File: config.mk
export PLATFORM = sky130hd
export DESIGN_NAME = mips32_fetch_queue
export DESIGN_NICKNAME = d
export VERILOG_FILES = /design/src/rtl/mips32_fetch_queue.sv
export SDC_FILE = /design/constraint.sdc
export NUM_CORES = 1
export LEC_CHECK = 0
export ABC_AREA = 1
export CAP_MARGIN = 25
export CORE_MARGIN = 2
export CORE_UTILIZATION = 30
export DETAILED_ROUTE_END_ITERATION = 8
export PLACE_DENSITY = 0.53
export SLEW_MARGIN = 20
export SYNTH_ARGS = -nofsm -noshare
export SYNTH_HDL_FRONTEND = slang
export SYNTH_SLANG_ARGS = --single-unit
File: constraint.sdc
create_clock -name clk -period 7 [get_ports clk]
set_clock_uncertainty 0.05 [all_clocks]
set_input_delay 1.05 -clock clk [delete_from_list [all_inputs] [get_ports clk]]
set_output_delay 1.05 -clock clk [all_outputs]
set_load 0.03 [all_outputs]
File: src/rtl/mips32_fetch_queue.sv
// Instruction prefetch queue for the MIPS32 IF stage: issues sequential word
// reads, buffers returned words with their next-PC, and flushes on redirect.
module mips32_fetch_queue #(
  parameter int                ADDR_W   = 10,
  parameter int                DEPTH    = 4,
  parameter logic [ADDR_W-1:0] RESET_PC = '0
) (
  input  logic                   clk,
  input  logic                   reset,
  output logic                   mem_rd,
  output logic [ADDR_W-1:0]      mem_addr,
  input  logic [31:0]            mem_rdata,
  input  logic                   redirect,
  input  logic [ADDR_W-1:0]      redirect_pc,
  input  logic                   halt,
  output logic                   out_valid,
  input  logic                   out_ready,
  output logic [31:0]            out_ir,
  output logic [31:0]            out_npc,
  output logic [$clog2(DEPTH):0] count
);

  localparam int PW = $clog2(DEPTH);
  localparam int CW = PW + 1;
  localparam int SW = CW + 1;

  logic [ADDR_W-1:0] r_fpc;
  logic [ADDR_W-1:0] r_pend_pc;
  logic              r_pend;
  logic [31:0]       r_ir  [DEPTH];
  logic [ADDR_W-1:0] r_npc [DEPTH];
  logic [PW-1:0]     r_wp;
  logic [PW-1:0]     r_rp;
  logic [CW-1:0]     r_count;

  logic              w_issue;
  logic              w_push;
  logic              w_pop;
  logic [SW-1:0]     w_committed;

  // An in-flight read already owns a slot, so it is counted against capacity;
  // a same-cycle pop is deliberately not credited.
  always_comb begin
    w_committed = SW'(r_count) + SW'(r_pend);
    w_issue     = !reset && !halt && !redirect && (w_committed < SW'(DEPTH));
    w_push      = r_pend && !redirect;
    w_pop       = out_valid && out_ready && !redirect;
  end

  assign mem_rd    = w_issue;
  assign mem_addr  = r_fpc;
  assign count     = r_count;
  assign out_valid = (r_count != '0);
  assign out_ir    = out_valid ? r_ir[r_rp] : '0;
  assign out_npc   = out_valid ? 32'(r_npc[r_rp]) : '0;

  always_ff @(posedge clk) begin
    if (reset) begin
      r_fpc     <= RESET_PC;
      r_pend    <= 1'b0;
      r_pend_pc <= '0;
      r_wp      <= '0;
      r_rp      <= '0;
      r_count   <= '0;
    end else if (redirect) begin
      r_fpc   <= redirect_pc;
      r_pend  <= 1'b0;
      r_wp    <= '0;
      r_rp    <= '0;
      r_count <= '0;
    end else begin
      r_pend <= w_issue;
      if (w_issue) begin
        r_fpc     <= r_fpc + ADDR_W'(1);
        r_pend_pc <= r_fpc;
      end
      if (w_push) r_wp <= r_wp + PW'(1);
      if (w_pop)  r_rp <= r_rp + PW'(1);
      case ({w_push, w_pop})
        2'b10:   r_count <= r_count + CW'(1);
        2'b01:   r_count <= r_count - CW'(1);
        default: r_count <= r_count;
      endcase
    end
  end

  always_ff @(posedge clk) begin
    if (!reset && w_push) begin
      r_ir[r_wp]  <= mem_rdata;
      r_npc[r_wp] <= r_pend_pc + ADDR_W'(1);
    end
  end

endmodule

==> qor_table.md <==
| Result | Value | Unit |
| --- | --- | --- |
| Result of the run | finished clean | - |
| Multi-input gate area in the final layout | 0.00225 | mm^2 |
| Signal arrival time at the worst endpoint | 3.33 | ns |
| Type of the tightest min-delay check | reg2reg | - |
| Top FF cell, synth | edfxtp_1 | - |
| Cell count after placement | 1,176 | - |
| Switching power summed over all nets | 533 | uW |
| Reg area | 0.00565 | mm^2 |
| Power density over the cells | 237 | mW/mm^2 |
| Capture instance of the worst register-to-register path | count[2] | - |
| Total Die Area | 0.0289 | mm^2 |
| Reg power frac | 53.7 | % |
| Register-to-Register Path Depth | 11 | - |
| Highest achievable clock rate | 226 | MHz |
| Number of rows in the core area | 60 | - |
| Area delta synth->final | 23.0 | % |
| Detailed Routing Iterations Pass 1 | 5 | - |
| Cell variety after synth | 30 | - |
| Leakage power | 0.00349 | uW |
| Launching instance or port of the critical path | redirect | - |
| IR drop worst, VDD | 0.145 | mV |
| Most common cell after layout, fill and taps aside | nor2_1 | - |
| Number of antenna-violating nets in the routed design | 0 | - |
| Capturing instance or port of the critical path | mem_rd | - |
| Max-cap violations | 0 | - |
| Ordered list of cells on the worst path | clkdlybuf4s50_1 > nor2_4 > nand2_2 > nor2_4 > clkdlybuf4s50_1 | - |
| Wire length of the first global-routing pass | 28,100 | um |
| Power consumption | 2410 | uW |
| Post-Route Hold Slack | 0.419 | ns |
| Post-Syn Instances | 764 | - |
| Period Utilization, post-route | 63.3 | % |
| Post_cts resized | 0 | - |
| Clock input transition at the sequential cells of the worst setup and hold paths | 0.08 | ns |
| Setup repair after global routing missed its margin | no | - |
| Avg Vias per Cell | 4.52 | - |
| Minimum clock period | 4.43 | ns |
| Largest stage delay on the critical path | 0.76 | ns |
| Number of antenna violations at the first check in global routing | 0 | - |
| Cell class contributing the biggest share of worst-path delay | buffers and inverters | - |
| Number of buffers and inverters on the critical path | 2 | - |
| Least-Margin Pin Slew | 0.990 | ns |
| CTS tree | built | - |
| Post-layout nets | 909 | - |
| Area of the mapped netlist | 0.00827 | mm^2 |
| Share of total power in the clock network | 41.4 | % |
| Insertion delay of the later-clocked pin in the worst-skew pair | 0.43 | ns |
| Fin. Hold Viols | 0 | - |
| Slew Limit Fails | 0 | - |
| Number of cells traversed by the worst hold path | 2 | - |
| Syn avg cell area | 10.8 | um^2 |
| Vias post-DR | 5,466 | - |
| Die height | 170 | um |
| Count of buffers added by post-CTS timing repair for setup | 0 | - |
| Cell-internal power | 1880 | uW |
| Total congestion overflow after global routing | 0 | - |
| Final setup violation count | 0 | - |
| Most used cells in the layout excluding fill and tap cells | nor2_1, edfxtp_1, clkdlybuf4s50_1 | - |
| Floorplan Core Area | 0.0270 | mm^2 |
| Switching Fraction | 22.1 | % |
| Iteration-0 DRC Markers | 360 | - |
| Count of hold-fix buffers inserted at cts | 0 | - |
| Overall global routing resource usage | 12.8 | % |
| Largest net degree at the start of global routing | 86 | - |
| Number of enable-type register cells in the synthesized netlist | 168 | - |
| Setup Crit Path Kind | in2out | - |
| CP Depth | 5 | - |
| Fraction of layout instances using a drive strength above 1 | 5.88 | % |
| Number of buffers created by CTS | 17 | - |
| Nature of the critical path startpoint | input pin | - |
| Port Buffer Count | 103 | - |
| Number of H-tree levels | 4 | - |
| DIE WIDTH | 170 | um |
| Launching point of the worst reg2reg path | count[0] | - |
| Final core utilization | 37.6 | % |
| Highest-delay cell along the critical path | clkdlybuf4s50_1 | - |
| Critical Path RT | 5.90 | ns |
| TritonCTS Sinks | 198 | - |
| Last weighted congestion value of the routability-driven placer | 0.746 | - |
| Final sum of negative setup slack | 0 | ns |
| Vias in the first global route | 5,221 | - |
| Count of warnings emitted by yosys | 0 | - |
| Max Root-Sink Buffers | 2 | - |
| I/O pin cnt | 126 | - |
| Combinational fraction of design power | 4.8 | % |
| Final std cells w/o fill | 1,208 | - |
| Rel. slew slack | 33.9 | % |
| DR DRC count | 0 | - |
| Average wire per cell in the routed design | 14.9 | um |
| Number of inserted filler cells in the final layout | 2,612 | - |
| Ys async rst share | 0 | % |
| R2R Setup Slk | 4.92 | ns |
| Ant. Diodes | 0 | - |
| Max FO, Critical Path | 22 | - |
| Detailed Place HPWL | 9790 | um |
| Seq/Total Area, Yosys | 68.2 | % |
| Hold Crit Start | r_rp[1] | - |
| Total routed wirelength | 18,000 | um |
| Effective utilization at floorplan | 30.6 | % |
| Critical Path End Type | primary output | - |
| Root Buffer Master | clkbuf_16 | - |
| Count of state elements after synthesis | 198 | - |
==> through the flow <==
stage	setup slack, ns	instance area [um^2]
6_report	2.57	10200
5_1_grt	2.37	10200
4_1_cts	2.53	10200
3_5_place_dp	2.53	9560
3_3_place_gp	2.60	9560
2_1_floorplan	3.37	8350
==> per-layer routing <==
layer  vias to the layer above  global-route usage (%)  share of wire [%]
met3                         7                    2.95                4.8
met2                       129                    21.6                 49
met4                         0                    3.83               0.52
met1                      2581                    16.5                 46
met5                         -                       0                  0
li1                       2749                       -                  -
==> registers in the layout, indices dropped and copies added (netlist names), named ones only <==
| name | cells |
|---|---|
| count | 3 |
| mem_addr | 10 |
| r_ir | 128 |
| r_npc | 40 |
| r_pend | 1 |
| r_pend_pc | 10 |
| r_rp | 2 |
| r_wp | 2 |
==> cells by family after synthesis <==
kind of cell	after synthesis	share of synthesized area, %
other	1	0.0453
buffers and inverters	101	5.88
AND/OR/NAND/NOR	279	13.4
flip-flops	198	68.2
XOR/XNOR	8	0.847
AO/OA/AOI/OAI	169	10.3
adder cells (fa/ha/maj)	8	1.30
==> layout make-up <==
type                       instances  share of cell area [%]
clock inverter                    14                    1.80
clock buffer                      18                    4.22
multi-input combinational        486                    22.1
sequential                       198                    55.6
tap                              341                    4.19
inverter                          42                    1.55
timing repair buffer             109                    10.6
==> synth_stat cells (2+ instances only) <==
master    count  share of area, %
nand4_1       2              0.15
o21ai_1       5              0.30
xnor2_1       3              0.32
a21oi_1      66               4.0
nand2_1      49               2.2
o21ai_0      95               5.7
buf_4        23               2.1
buf_2        11              0.67
nor3_1        4              0.24
nand3_1      17               1.0
dfxtp_1      30               7.3
clkbuf_1     22               1.0
ha_1          7               1.1
buf_1         2             0.091
inv_1        39               1.8
clkinv_1      2             0.091
nor2_4        2              0.27
xor2_1        5              0.53
nor2_1      202               9.2
edfxtp_1    168                61
==> worst reg2reg max path, stage by stage (launching register included) <==
cell      delay (ns)
dfxtp_1         0.38
inv_1           0.11
nand2_1         0.18
nand3_1         0.14
inv_1           0.10
ha_1            0.15
inv_1           0.07
fa_1            0.37
o21bai_1        0.14
a21oi_1         0.06
o21ai_0         0.16
a21oi_1         0.06
==> worst min path at each step <==
stage                to  slack [ns]
3_3_place_gp   register        0.40
4_1_cts        register        0.42
3_5_place_dp   register        0.40
2_1_floorplan  register        0.38
5_1_grt        register        0.45
6_report       register        0.42
==> power by group through the flow <==
stage / registers, uW / logic (uW) / clock network, uW
finish: 1300 / 116 / 999
floorplan: 1330 / 64.0 / 0
global route: 1300 / 128 / 1080
global placement: 1320 / 116 / 0
detailed placement: 1320 / 117 / 0
CTS: 1300 / 117 / 1030
Power figures use the tool's default switching activity.
